[config.mk]
export PLATFORM = sky130hd
export DESIGN_NAME = btn_demux
export DESIGN_NICKNAME = d
export VERILOG_FILES = /design/src/rtl/btn_demux.sv
export SDC_FILE = /design/constraint.sdc
export NUM_CORES = 1
export LEC_CHECK = 0
export ABC_AREA = 1
export CORE_MARGIN = 2
export CORE_UTILIZATION = 31
export CTS_CLUSTER_SIZE = 10
export DETAILED_ROUTE_END_ITERATION = 16
export PLACE_DENSITY = 0.54
export SYNTH_ARGS = -nofsm -noshare
export SYNTH_HDL_FRONTEND = slang
export SYNTH_SLANG_ARGS = --single-unit
[constraint.sdc]
create_clock -name clk -period 2.1 [get_ports clk]
set_input_delay 0.42 -clock clk [delete_from_list [all_inputs] [get_ports clk]]
set_output_delay 0.42 -clock clk [all_outputs]
set_load 0.005 [all_outputs]
[src/rtl/btn_demux.sv]
// btn_demux: debounces one pushbutton and routes its press pulse and held level to a selected channel
// ports: clk; rst_n async active-low reset; btn_raw raw bouncy pin; sel destination (sampled at press accept);
//        pulse_out one-cycle press pulse and level_out held level on the latched channel;
//        busy FSM not idle; drop one-cycle pulse when a press is accepted with sel >= N_OUT
module btn_demux #(
  parameter int DEBOUNCE_CYCLES = 1_000_000,
  parameter int N_OUT = 2,
  parameter int SEL_W = $clog2(N_OUT)
) (
  input  logic             clk,
  input  logic             rst_n,
  input  logic             btn_raw,
  input  logic [SEL_W-1:0] sel,
  output logic [N_OUT-1:0] pulse_out,
  output logic [N_OUT-1:0] level_out,
  output logic             busy,
  output logic             drop
);
  localparam int CW = $clog2(DEBOUNCE_CYCLES + 1);
  localparam logic [CW-1:0] LAST = CW'(DEBOUNCE_CYCLES - 1);
  localparam logic [CW-1:0] SAT = CW'(DEBOUNCE_CYCLES);
  localparam logic [SEL_W:0] NO = (SEL_W + 1)'(N_OUT);
  typedef enum logic [1:0] {IDLE, PRESS_WAIT, HELD, RELEASE_WAIT} state_t;
  state_t state, nxt;
  logic s1, s2, accept, match, sel_ok, selq_ok;
  logic [CW-1:0] cnt, cnt_nxt;
  logic [SEL_W-1:0] sel_q;
  always_comb begin
    nxt = state;
    accept = 1'b0;
    case (state)
      IDLE: nxt = s2 ? PRESS_WAIT : IDLE;
      PRESS_WAIT: begin
        if (!s2) nxt = IDLE;
        else if (cnt == LAST) begin
          nxt = HELD;
          accept = 1'b1;
        end
      end
      HELD: nxt = s2 ? HELD : RELEASE_WAIT;
      RELEASE_WAIT: begin
        if (s2) nxt = HELD;
        else if (cnt == LAST) nxt = IDLE;
      end
      default: nxt = IDLE;
    endcase
    match = (state == PRESS_WAIT) ? s2 : (state == RELEASE_WAIT) ? !s2 : 1'b0;
    // any mismatch or state change restarts the stability count; it saturates rather than wraps
    cnt_nxt = (nxt != state || !match) ? '0 : (cnt == SAT) ? cnt : cnt + 1'b1;
    sel_ok = {1'b0, sel} < NO;
    selq_ok = {1'b0, sel_q} < NO;
  end
  assign busy = state != IDLE;
  assign level_out = ((state == HELD || state == RELEASE_WAIT) && selq_ok) ? N_OUT'(1) << sel_q : '0;
  always_ff @(posedge clk or negedge rst_n) begin
    if (!rst_n) begin
      s1 <= 1'b0;
      s2 <= 1'b0;
      state <= IDLE;
      cnt <= '0;
      sel_q <= '0;
      pulse_out <= '0;
      drop <= 1'b0;
    end else begin
      s1 <= btn_raw;
      s2 <= s1;
      state <= nxt;
      cnt <= cnt_nxt;
      sel_q <= accept ? sel : sel_q;
      pulse_out <= (accept && sel_ok) ? N_OUT'(1) << sel : '0;
      drop <= accept && !sel_ok;
    end
  end
endmodule

# == Word level (Yosys, flattened, before mapping) ==
# Index checks and enable logic that the tools add are counted.
# totals
output_inout_bits,6
reg_bits,27
in_bits,4
# classes
n_reduce_logical,6
shift,2
eq_ne,7
n_addsub,1
muxes,16
# op_table
op,n
$eq A20 B20 Y1 const B,2
$mux W20,2
$add A20 B1 Y20 const B,1
$mux W2,6
$pmux W2 S4,1
$mux W1,7
$eq A2 B2 Y1 const B,2
$shl A1 B1 Y2 const A,2
$eq A2 B1 Y1 const B,1
$logic_not A1 Y1,2
$logic_not A2 Y1,1
$logic_or A1 B1 Y1,2
$ne A2 B2 Y1,1
$ne A2 B2 Y1 const B,1
$reduce_bool A2 Y1,1

# == Depth between registers and ports, before layout ==
# depth
depth_word,7
depth_mapped,9
ltp_nobuf,9

# == Least setup slack after synthesis ==
# OpenSTA, ideal clock, no wires.
# synth_path
kind,register to register
start,register cnt[0]
end,register cnt[10]
arrival_ns,1.405
period_less_slack_ns,1.525
setup_time_ns,0.120
path_stages_with_launch,10
setup_slack_ns,0.575
n_path_buf,1
path_cell_list,dfrtp_1 -> ha_1 -> nand2_1 -> nor2_1 -> nand2_1 -> nor2_1 -> nand3_2 -> nand3_4 -> buf_6 -> nor2_1
# synth_via
elab_chain_cells,7
elab_cells_between_ends,13
classes_between,add/sub (1); eq/ne (4); mux (7); reduce/logical (1)
# synth_lines
element,line_no,rtl
start: declaration,26,"logic [CW-1:0] cnt, cnt_nxt;"
start signal: assignment,68,cnt <= cnt_nxt;
$eq A20 B20 Y1,"35, 43",
"$mux W2, on equally long branches","43, 35",
"$mux W2, on equally long branches","42, 34",
$pmux W2 S4,31,case (state)
$ne A2 B2 Y1,49,cnt_nxt = (nxt != state || !match) ? '0 : (cnt == SAT) ? cnt : cnt + 1'b1;
$logic_or A1 B1 Y1,49,
$ne A2 B2 Y1 (no source line) or $mux W20 (tied branches),--,
# Parallel ways exist; a longest one is shown, timed or not. The select of a mux whose other input is x is not followed.
# A chain may end at the register's enable or synchronous reset.

# == Worst setup path in the final report ==
# layout_path
start,register state[1]
end,output level_out[0]
# layout_via
elab_chain_cells,3
elab_cells_between_ends,4
classes_between,eq/ne (2); mux (1); reduce/logical (1)
# layout_lines
element,line_no,rtl
start: declaration,24,"state_t state, nxt;"
start signal: assignment,67,state <= nxt;
$eq A2 B2 Y1,54,assign level_out = ((state == HELD || state == RELEASE_WAIT) && selq_ok) ? N_OUT'(1) << sel_q : '0;
$logic_or A1 B1 Y1 (*),54,
$mux W2 (*),54,
end: declaration,15,"output logic [N_OUT-1:0] level_out,"
# Every way passes the cells marked *; elsewhere a longest branch is shown, timed or not.

==> impl_metrics.csv <==
group,metric,value,unit
power_and_ir_drop,peakVddDrop,0.196,mV
sta,setup_viol,0,
global_route,grt_pass1_vias,1236,
cells_and_area,layout-drive-gt1-share,4.44,%
global_route,grt_use_met2,19.6,%
synth,async_flop_share,100,%
sta,period_share,86.5,%
setup_path,worstRegToRegCells,7,
floorplanning,die_w,75.0,um
cells_and_area,syn_to_final_growth,12.9,%
synth,yosysWarnings,0,
drt,drc,0,
cts,cts_buffers,3,
power_and_ir_drop,p_seq_share,60.6,%
synth,ys.flop_type,"dfrtp_1",
cts,cts_sinks,27,
synth,ys_types,19,
cts,root_buffer,"clkbuf_8",
drt,vias_per_cell,4.42,
setup_path,critPathCaptureType,"output pin",
synth,ys_seq_elements,27,
synth,syn_avg_cell_area,7.31,um2
cts,htreeDepth,1,
floorplanning,coreArea,4790,um2
status,status,"complete, no violations",
cts,cts.path.max_buffers,2,
setup_path,crit_type,"flop to output pin",
power_and_ir_drop,internal_power,673,uW
sta,finClkSkew,0.00900,ns
cts,insertion_delay,0.28,ns
synth,yosysSeqAreaShare,43.2,%
power_and_ir_drop,power,874,uW
power_and_ir_drop,comb_power_share,4.4,%
power_and_ir_drop,p_sw,201,uW
global_route,grt.busiest_layer,"met2",
cts,path_clk_slew,0.10,ns
setup_path,cpMaxStageDelayCell,"clkdlybuf4s50_1",
power_and_ir_drop,p_per_area,495,nW/um2
synth,synthCells,214,
power_and_ir_drop,p_clk_share,34.9,%
power_and_ir_drop,switching_share,23.0,%
setup_path,reg2reg_to,"cnt[12]$_DFFE_PN0P_",
sta,fin_tns_setup,0,ns
sta,timing.fmax,550,MHz
drt,drt-pass1-iter-count,4,
synth,synth_edf_count,0,
power_and_ir_drop,p_leak,0.726,nW
setup_path,cp.arrival,1.40,ns
setup_path,max_stage_delay,0.50,ns
floorplanning,dieArea,5630,um2
setup_path,reg2reg_setup_slack,0.40,ns
run,maxCapViolCount,0,
floorplanning,rows,25,
global_route,grt_antenna_before_repair,0,
drt,drtIter0Drc,67,
cts,cts_tree,"done",
global_route,use_met3,2.01,%
setup_path,cp-start-kind,"flop",
cells_and_area,layout.nets,232,
sta,finalHoldViolCount,0,
cts,post_cts_resized,0,
drt,post_drt_wl_per_cell,10.6,um
synth,synthesis.nets,220,
global_route,grt_usage,12.8,%
setup_path,worstPathCellList,"inv_1 -> nor2_1 -> clkdlybuf4s50_1",
placed_design,gp_congestion,0.824,
sta,rsz0062_at_grt,"false",
min_path,hold_depth,0,
global_route,grt_start_max_net_pins,28,
floorplanning,start_util,32.7,%
drt,wl,3110,um
sta,timing.final.max_slew_violations,0,
floorplanning,die-height,75.0,um
cts,cts_setup_buffers,0,
placed_design,io_buffer_count,8,
drt,antenna_left,0,
floorplanning,ios,10,
min_path,worstHoldEndpoint,"s2$_DFF_PN0_",
min_path,min_from,"s1$_DFF_PN0_",
sta,timing.hold.ws,0.355,ns
placed_design,post-dp-hpwl,2380,um
global_route,grt_overflow,0,
min_path,min_path_type,"flop to flop",
drt,vias,1290,
setup_path,crit_required,1.68,ns
global_route,grt_pass1_wl,5470,um
cells_and_area,insertedDiodeCount,0,
setup_path,path_max_fanout,5,
global_route,use_met1,18.2,%
cts,cts_hold_buf,0,
sta,post-route-min-period,1.82,ns
setup_path,r2r-start,"cnt[0]$_DFFE_PN0P_",
cells_and_area,fillers,511,
synth,synth_area,1560,um2
## cells by family (layout without fill, tap and decap cells)
kind of cell,count (synthesis),in the layout,synth area share (%)
AOI/OAI and AO/OA,5,5,1.60
xor gates and xnor gates,15,15,8.40
adders and majority gates,2,2,1.60
buffers and inverters,27,38,7.20
DFF,27,27,43.2
other,1,1,0.240
and+or+nand+nor,137,137,37.8
## critical path: cells and delay by family (launching register included)
family / cells / cell delay [ns]
DFF: 1 / 0.44
and+or+nand+nor: 1 / 0.09
buffers and inverters: 2 / 0.59
## synth_stat cells (all sizes together), types with 2 or more instances
master  count  share of area [%]
a21oi       4                1.3
buf         2                1.2
dfrtp      27                 43
ha          2                1.6
inv        25                6.0
nand2      56                 13
nand3      12                5.0
nand4       7                2.8
nor2       60                 15
xor2       15                8.4
## layer usage
| layer | up-vias | part of all wire, % |
|---|---|---|
| li1 | 675 | - |
| met1 | 592 | 51 |
| met2 | 18 | 44 |
| met3 | 5 | 2.7 |
| met4 | 0 | 1.8 |
| met5 | - | 0 |
## power by group through the flow
stage | Combinational, mW | Sequential, mW | Clock, mW
2_1_floorplan | 0.0194 | 0.539 | 0
3_3_place_gp | 0.0403 | 0.540 | 0
3_5_place_dp | 0.0403 | 0.540 | 0
4_1_cts | 0.0403 | 0.530 | 0.320
5_1_grt | 0.0454 | 0.531 | 0.340
6_report | 0.0387 | 0.530 | 0.305
## worst max path at each step
stage                  startpoint             endpoint  cells after the start
4_1_cts        state[1]$_DFF_PN0_         level_out[0]                      3
3_3_place_gp   cnt[0]$_DFFE_PN0P_  cnt[12]$_DFFE_PN0P_                      7
5_1_grt        cnt[0]$_DFFE_PN0P_   cnt[0]$_DFFE_PN0P_                      8
2_1_floorplan  cnt[0]$_DFFE_PN0P_  cnt[10]$_DFFE_PN0P_                      9
3_5_place_dp   cnt[0]$_DFFE_PN0P_  cnt[12]$_DFFE_PN0P_                      7
6_report       state[1]$_DFF_PN0_         level_out[0]                      3
## layout by cell type (no fill, tap or decap)
master / instances
nor2_1: 58
nand2_1: 56
dfrtp_1: 27
inv_1: 25
xor2_1: 15
nand3_1: 10
clkdlybuf4s50_1: 8
nand4_1: 7
a21oi_1: 4
clkbuf_8: 3
ha_1: 2
nor2_4: 1
nor3_4: 1
nand3_2: 1
o21ai_0: 1
nand3_4: 1
nand3b_1: 1
nor2_2: 1
conb_1: 1
clkinvlp_4: 1
buf_4: 1
## registers in the layout, summed over array words and instances, names as in the netlist
name and cells:
cnt 20, pulse_out 2, s1 1, s2 1
sel_q 1, state 2
## layout make-up
| class | count | area [um2] | area share, % |
|---|---|---|---|
| flip-flops and latches | 27 | 676 | 38.3 |
| multi-input cells | 160 | 776 | 43.9 |
| clock buffers | 3 | 41.3 | 2.34 |
| inverters | 25 | 93.8 | 5.32 |
| clock inverters | 1 | 7.51 | 0.425 |
| repair buffers | 9 | 87.6 | 4.96 |
| well taps | 67 | 83.8 | 4.75 |
## per-stage QoR
stage               util (%)  std cells  area [um2]  worst slack [ns]
finish                  36.9        292        1770             0.283
CTS                     36.9        292        1770             0.269
floorplan                  -        214        1560             0.575
detailed placement      35.9        288        1720             0.429
global placement        35.9        288        1720             0.467
global route            36.9        292        1770             0.167
Note: power is estimated with default switching activity, not from simulation.
